**src/rtl/cache_mux_types.sv**
```systemverilog
// Shared types for the I/D cache to physical-memory mux.
package cache_mux_types;

    // Arbiter FSM: a grant is held in *_BUSY until mem_resp, then one DONE
    // cycle lets the served cache drop its request before IDLE re-arbitrates.
    typedef enum logic [1:0] {
        IDLE   = 2'd0,
        I_BUSY = 2'd1,
        D_BUSY = 2'd2,
        DONE   = 2'd3
    } arb_state_t;

endpackage

```
**src/rtl/p_mem_arbiter.sv**
```systemverilog
// Physical-memory arbiter between I-cache and D-cache line traffic.
// One requester owns the adaptor port per transaction; its address and
// write line are latched at grant so the caches may change inputs freely.
module p_mem_arbiter
    import cache_mux_types::*;
#(
    parameter int ADDR_W = 32,
    parameter int LINE_W = 256
) (
    input  logic              clk,
    input  logic              rst,

    input  logic              i_pmem_read,
    input  logic [ADDR_W-1:0] i_pmem_address,
    output logic [LINE_W-1:0] i_pmem_rdata,
    output logic              i_pmem_resp,

    input  logic              d_pmem_read,
    input  logic              d_pmem_write,
    input  logic [ADDR_W-1:0] d_pmem_address,
    input  logic [LINE_W-1:0] d_pmem_wdata,
    output logic [LINE_W-1:0] d_pmem_rdata,
    output logic              d_pmem_resp,

    output logic              mem_read,
    output logic              mem_write,
    output logic [ADDR_W-1:0] mem_address,
    output logic [LINE_W-1:0] mem_wdata,
    input  logic [LINE_W-1:0] mem_rdata,
    input  logic              mem_resp
);

    arb_state_t state;
    logic       last_d;     // 1 when the most recent completed grant went to D
    logic       i_req;
    logic       d_req;
    logic       grant_i;
    logic       grant_d;

    // Pick a winner in IDLE (ties go to whoever was not served last) and
    // route the adaptor response only to the cache that owns the port.
    always_comb begin
        i_req   = i_pmem_read;
        d_req   = d_pmem_read | d_pmem_write;
        grant_i = 1'b0;
        grant_d = 1'b0;
        if (state == IDLE) begin
            grant_i = i_req & (~d_req | last_d);
            grant_d = d_req & ~grant_i;
        end
        i_pmem_resp  = mem_resp & (state == I_BUSY);
        d_pmem_resp  = mem_resp & (state == D_BUSY);
        i_pmem_rdata = mem_rdata;
        d_pmem_rdata = mem_rdata;
    end

    // FSM plus the registered adaptor request; reset aborts any transfer.
    always_ff @(posedge clk or negedge rst) begin
        if (!rst) begin
            state       <= IDLE;
            last_d      <= 1'b0;
            mem_read    <= 1'b0;
            mem_write   <= 1'b0;
            mem_address <= '0;
            mem_wdata   <= '0;
        end else begin
            case (state)
                IDLE: begin
                    if (grant_i) begin
                        state       <= I_BUSY;
                        mem_read    <= 1'b1;
                        mem_write   <= 1'b0;
                        mem_address <= i_pmem_address;
                    end else if (grant_d) begin
                        // Write wins if the D-cache raises both strobes.
                        state       <= D_BUSY;
                        mem_read    <= ~d_pmem_write;
                        mem_write   <= d_pmem_write;
                        mem_address <= d_pmem_address;
                        mem_wdata   <= d_pmem_wdata;
                    end
                end
                I_BUSY, D_BUSY: begin
                    if (mem_resp) begin
                        state     <= DONE;
                        mem_read  <= 1'b0;
                        mem_write <= 1'b0;
                        last_d    <= (state == D_BUSY);
                    end
                end
                DONE:    state <= IDLE;
                default: state <= IDLE;
            endcase
        end
    end

endmodule

```
**config.mk**
```make
export PLATFORM = sky130hd
export DESIGN_NAME = p_mem_arbiter
export DESIGN_NICKNAME = d
export VERILOG_FILES = /design/src/rtl/cache_mux_types.sv /design/src/rtl/p_mem_arbiter.sv
export SDC_FILE = /design/constraint.sdc
export NUM_CORES = 1
export LEC_CHECK = 0
export CORE_AREA = 2 2 544 546
export CTS_CLUSTER_DIAMETER = 200
export DETAILED_ROUTE_END_ITERATION = 10
export DIE_AREA = 0 0 546 548
export PLACE_DENSITY = 0.3
export SYNTH_ARGS = -nofsm -noshare
export SYNTH_HDL_FRONTEND = slang
export SYNTH_SLANG_ARGS = --single-unit
```
**constraint.sdc**
```tcl
create_clock -name clk -period 2.01 [get_ports clk]
set_clock_uncertainty 0.2 [all_clocks]
set_input_delay 0.3015 -clock clk [delete_from_list [all_inputs] [get_ports clk]]
set_output_delay 0.3015 -clock clk [all_outputs]
set_load 0.1 [all_outputs]
```
---- After elaboration in Yosys (flattened, before gate mapping) ----
Cells that the tools add are included.
storage, ports and cells
  register bits after elaboration ......... 293
  input bits .............................. 582
  logic and storage cells ................. 45
operators by class
  equality and inequality tests ........... 5
  multiplexer cells ....................... 15
  bitwise operators ....................... 10
  reductions and logical operators ........ 9
operator list
  cell                                                              count
  32-bit two-way mux                                                2
  1-bit two-way mux                                                 7
  2-bit two-way mux                                                 3
  2-bit case mux with 3 select lines                                1
  2-bit AND reduction                                               3
  3-bit AND reduction                                               2
  1-bit AND                                                         4
  2-bit == test (second input constant)                             2
  1-bit NOT                                                         4
  1-bit case mux with 2 select lines                                2
  2-bit nonzero test                                                2
  3-bit inequality test (second input constant)                     1
  2-bit by 1-bit == test with 1-bit output (second input constant)  1
  2-bit logical NOT                                                 1
  2-bit inequality test (second input constant)                     1
  1-bit OR                                                          2
  2-bit OR reduction                                                1

---- Depth between registers and ports, before layout ----
  word-level depth ........................ 10
  depth in mapped cells ................... 8
  depth with buffers taken out ............ 5

---- Worst setup path after synthesis ----
No wires, ideal clock.
  path kind ............................... flip-flop to output port
  start point ............................. register state[0]
  end point ............................... output port d_pmem_resp
  arrival time ............................ 1.360 ns
  data required time ...................... 1.508 ns
  slack ................................... 0.149 ns
  stages on the path, launching flop included .. 4
  cell sequence ........................... dfrtp_1 inv_1 ha_1 and2_1
between the ends
  word-level cells in the longest chain between the ends .. 2
ends and longest elaborated chain
  element                   line                 RTL
  start: declaration        p_mem_arbiter.sv:33  arb_state_t state;
  start signal: assignment  p_mem_arbiter.sv:60  state <= IDLE;
  start signal: assignment  p_mem_arbiter.sv:70  state <= I_BUSY;
  start signal: assignment  p_mem_arbiter.sv:76  state <= D_BUSY;
  2-bit == test             p_mem_arbiter.sv:52  d_pmem_resp = mem_resp & (state == D_BUSY);
  1-bit AND                 p_mem_arbiter.sv:52
  end: declaration          p_mem_arbiter.sv:23  output logic d_pmem_resp,
Every way passes these cells.

---- Final worst setup path ----
Same ends and word-level chain as after synthesis.

==> impl_metrics.yaml <==
synthesis:
  synth_seq_area_share: 0.4484
  ys_top_cells_by_count: "515 x buf_4, 293 x dfrtp_1, 240 x mux2_4"
  synth.distinct_cells: 28
  synth.most_common_cell: "buf_4"
  synth_nets: 1862
  synth_top_area_frac: 0.4484
  synthArstFlopShare: 1.000
  syn_inst: 1277
  ys.flop_type: "dfrtp_1"
  synth.avg_cell_area_um2: 12.80
  synthTopCellsByArea: "dfrtp_1 45%, buf_4 24%, mux2_4 22%"
  syn_area_mm2: 0.01635
  yosysWarnings: 0
  yosysTopAreaCell: "dfrtp_1"
  synth_edf_count: 0
  ys_ff_latch: 293
routing:
  num_vias: 10460
  ant_nets: 0
  viasPerCell: 1.924
  routed_wl_mm: 137.8
  drt-initial-drc-count: 508
  wl_per_cell_um: 25.35
  dr.pass1.iters: 5
  drc: 0
die:
  dieArea_mm2: 0.2992
  start_util: 0.05579
  core.rowCount: 199
  core_mm2: 0.2931
  die_h_um: 548
  die_w_um: 546
  num_io_pins: 1386
worst_setup_path:
  critPathMaxStageDelay_ns: 0.40
  r2r-end: "mem_wdata[110]"
  crit_slowest_cell: "dfrtp_1"
  cp_cell_sequence: "inv_2, buf_6, ha_4, and2_4, buf_12"
  endpoint_kind: "output pin"
  crit_type: "reg -> out"
  worstReg2RegStart: "state[1]"
  worstPathArrival_ns: 1.66
  rrSetupSlack_ns: -0.11
  ff2ff_path_depth: 8
  crit_path_max_fanout: 2
  cp-start-kind: "flop"
  crit_required_ns: 1.51
finish:
  final_cell_count_no_fill: 5437
  multi_input_area_mm2: 0.004788
  fillers: 33570
  area_growth_pct: 71.53
  drive_gt1_frac: 0.4898
  design_area_mm2: 0.02805
  seq_area_mm2: 0.007332
  post-route-util: 0.09570
  final_nets: 2071
timing:
  final_hold_viol_count: 0
  fin_crit_sh: 1.075
  final.setup.tns_ns: -2.954
  slew_violations: 0
  period_minus_slack_ns: 2.161
  worstMarginPinSlew_ns: 0.4899
  grt_setup_unrepaired: "yes"
  clock.fmax_ghz: 0.4627
  slew_headroom: 0.6734
  setup_viol: 77
  hold_ws_ns: 0.07756
  fin_ws_ns: -0.1514
global_routing:
  grt_pass1_vias: 10980
  antenna_found_initial: 47
  grt_pass1_wl_mm: 166.3
  grt_overflow: 0
  track_usage: 0.08876
  grt_max_degree: 59
outcome:
  status: "complete, but fails checks"
  violations: "negative setup slack"
power:
  power_density_mw_per_mm2: 2395
  p_leak_nw: 11.14
  irDropWorstVdd_uv: 1247
clock_tree:
  cts_max_level: 2
  cts_tree: "built"
  cts_root_buffer: "clkbuf_16"
  clkLatencyLatePin_ns: 0.62
  cts_inserted_buffers: 41
  clk_pin_slew_ns: 0.07
  clock_path_buffers: 3
  clock-sinks: 293
place:
  hpwl_mm: 123.6
  dp_cells: 5341
  gp_congestion: 0.7618
  placedInstanceArea_mm2: 0.02627
  io_buffers: 617
min_path:
  min_path_type: "in -> async"
job:
  maxCapViolCount: 0
-- final cells by class --
class | count | share of cell area
Sequential cell | 293 | 0.2614
Clock inverter | 15 | 0.006112
Antenna cell | 1 | 0.00008922
Tap cell | 3919 | 0.1748
Multi-Input combinational cell | 416 | 0.1707
Timing Repair Buffer | 730 | 0.3437
Clock buffer | 59 | 0.04256
Inverter | 4 | 0.0005353
-- worst max path at each step --
stage / start / to / slack [ns] / cells past startpoint
final: state[0] / d_pmem_resp / -0.15 / 5
after floorplan: state[0] / d_pmem_resp / 0.15 / 3
after global placement: d_pmem_write / mem_wdata[15] / -0.33 / 6
after detailed placement: d_pmem_write / mem_wdata[17] / -0.34 / 6
after CTS: state[0] / d_pmem_resp / -0.24 / 5
after global routing: state[0] / d_pmem_resp / -0.25 / 5
-- repair_timing --
item / 4_1_cts / 5_1_grt
pin swaps: 2 / 5
resized for setup: 21 / 5
hold buffers: 2 / 0
endpoints found under the setup margin: 84 / 247
setup buffers: 9 / 6
hold endpoints to repair: 293 / 0
cloned: 2 / 3
-- cells by family after synthesis --
family | share of synthesized area
mux | 0.2327
compound gates | 0.03344
buf+inv | 0.2622
fa+ha+maj | 0.002296
flops | 0.4484
simple gates | 0.02097
-- power by group --
group	switching [mW]	internal (mW)	total, mW	leakage, nW
sequential	3.56	8.98	12.5	3.46
combinational	30.0	17.1	47.0	7.01
clock	3.28	4.33	7.61	0.669
-- cells in the final DEF, fill, tap and decap left out, drive strengths merged --
| cell type | netlist | layout |
|---|---|---|
| buf | 557 | 401 |
| clkdlybuf4s50 | 0 | 324 |
| dfrtp | 293 | 293 |
| mux2 | 257 | 257 |
| clkbuf | 7 | 62 |
| nand2 | 37 | 37 |
| nor3 | 33 | 33 |
| o31ai | 33 | 33 |
| a21oi | 32 | 32 |
| clkinv | 0 | 8 |
| inv | 4 | 8 |
| and2 | 3 | 3 |
| nor2 | 3 | 3 |
| o21ai | 3 | 3 |
| ha | 3 | 3 |
| a22oi | 2 | 2 |
| a32o | 2 | 2 |
| clkinvlp | 0 | 2 |
| diode | 0 | 1 |
| a2bb2oi | 1 | 1 |
| o21bai | 1 | 1 |
| o21ba | 1 | 1 |
| o221a | 1 | 1 |
| mux2i | 1 | 1 |
| a21o | 1 | 1 |
| nor2b | 1 | 1 |
| a22o | 1 | 1 |
| bufinv | 0 | 1 |
| bufbuf | 0 | 1 |
| dlygate4sd3 | 0 | 1 |
-- worst max-delay path: cells and delay by family, from the launching register on --
kind | cells | cell delay [ns]
adders and majority gates | 1 | 0.12
buffers and inverters | 3 | 0.34
DFF | 1 | 0.40
and+or+nand+nor | 1 | 0.15
-- metrics by stage --
stage	total power [mW]	setup slack (ns)
2_1_floorplan	45.23	0.1486
3_3_place_gp	59.46	-0.3280
3_5_place_dp	59.53	-0.3418
4_1_cts	68.12	-0.2430
5_1_grt	69.65	-0.2488
6_report	67.18	-0.1514
-- state kept, by name (all words and copies together) (netlist names) --
signal / count
mem_wdata: 256
mem_address: 32
state: 2
last_d: 1
mem_read: 1
mem_write: 1
-- metal layers --
layer,global-route usage,part of all wire
met1,0.07214,0.28
met2,0.1545,0.49
met3,0.07924,0.20
met4,0.02600,0.032
met5,0,0
Power figures use the tool's default switching activity.
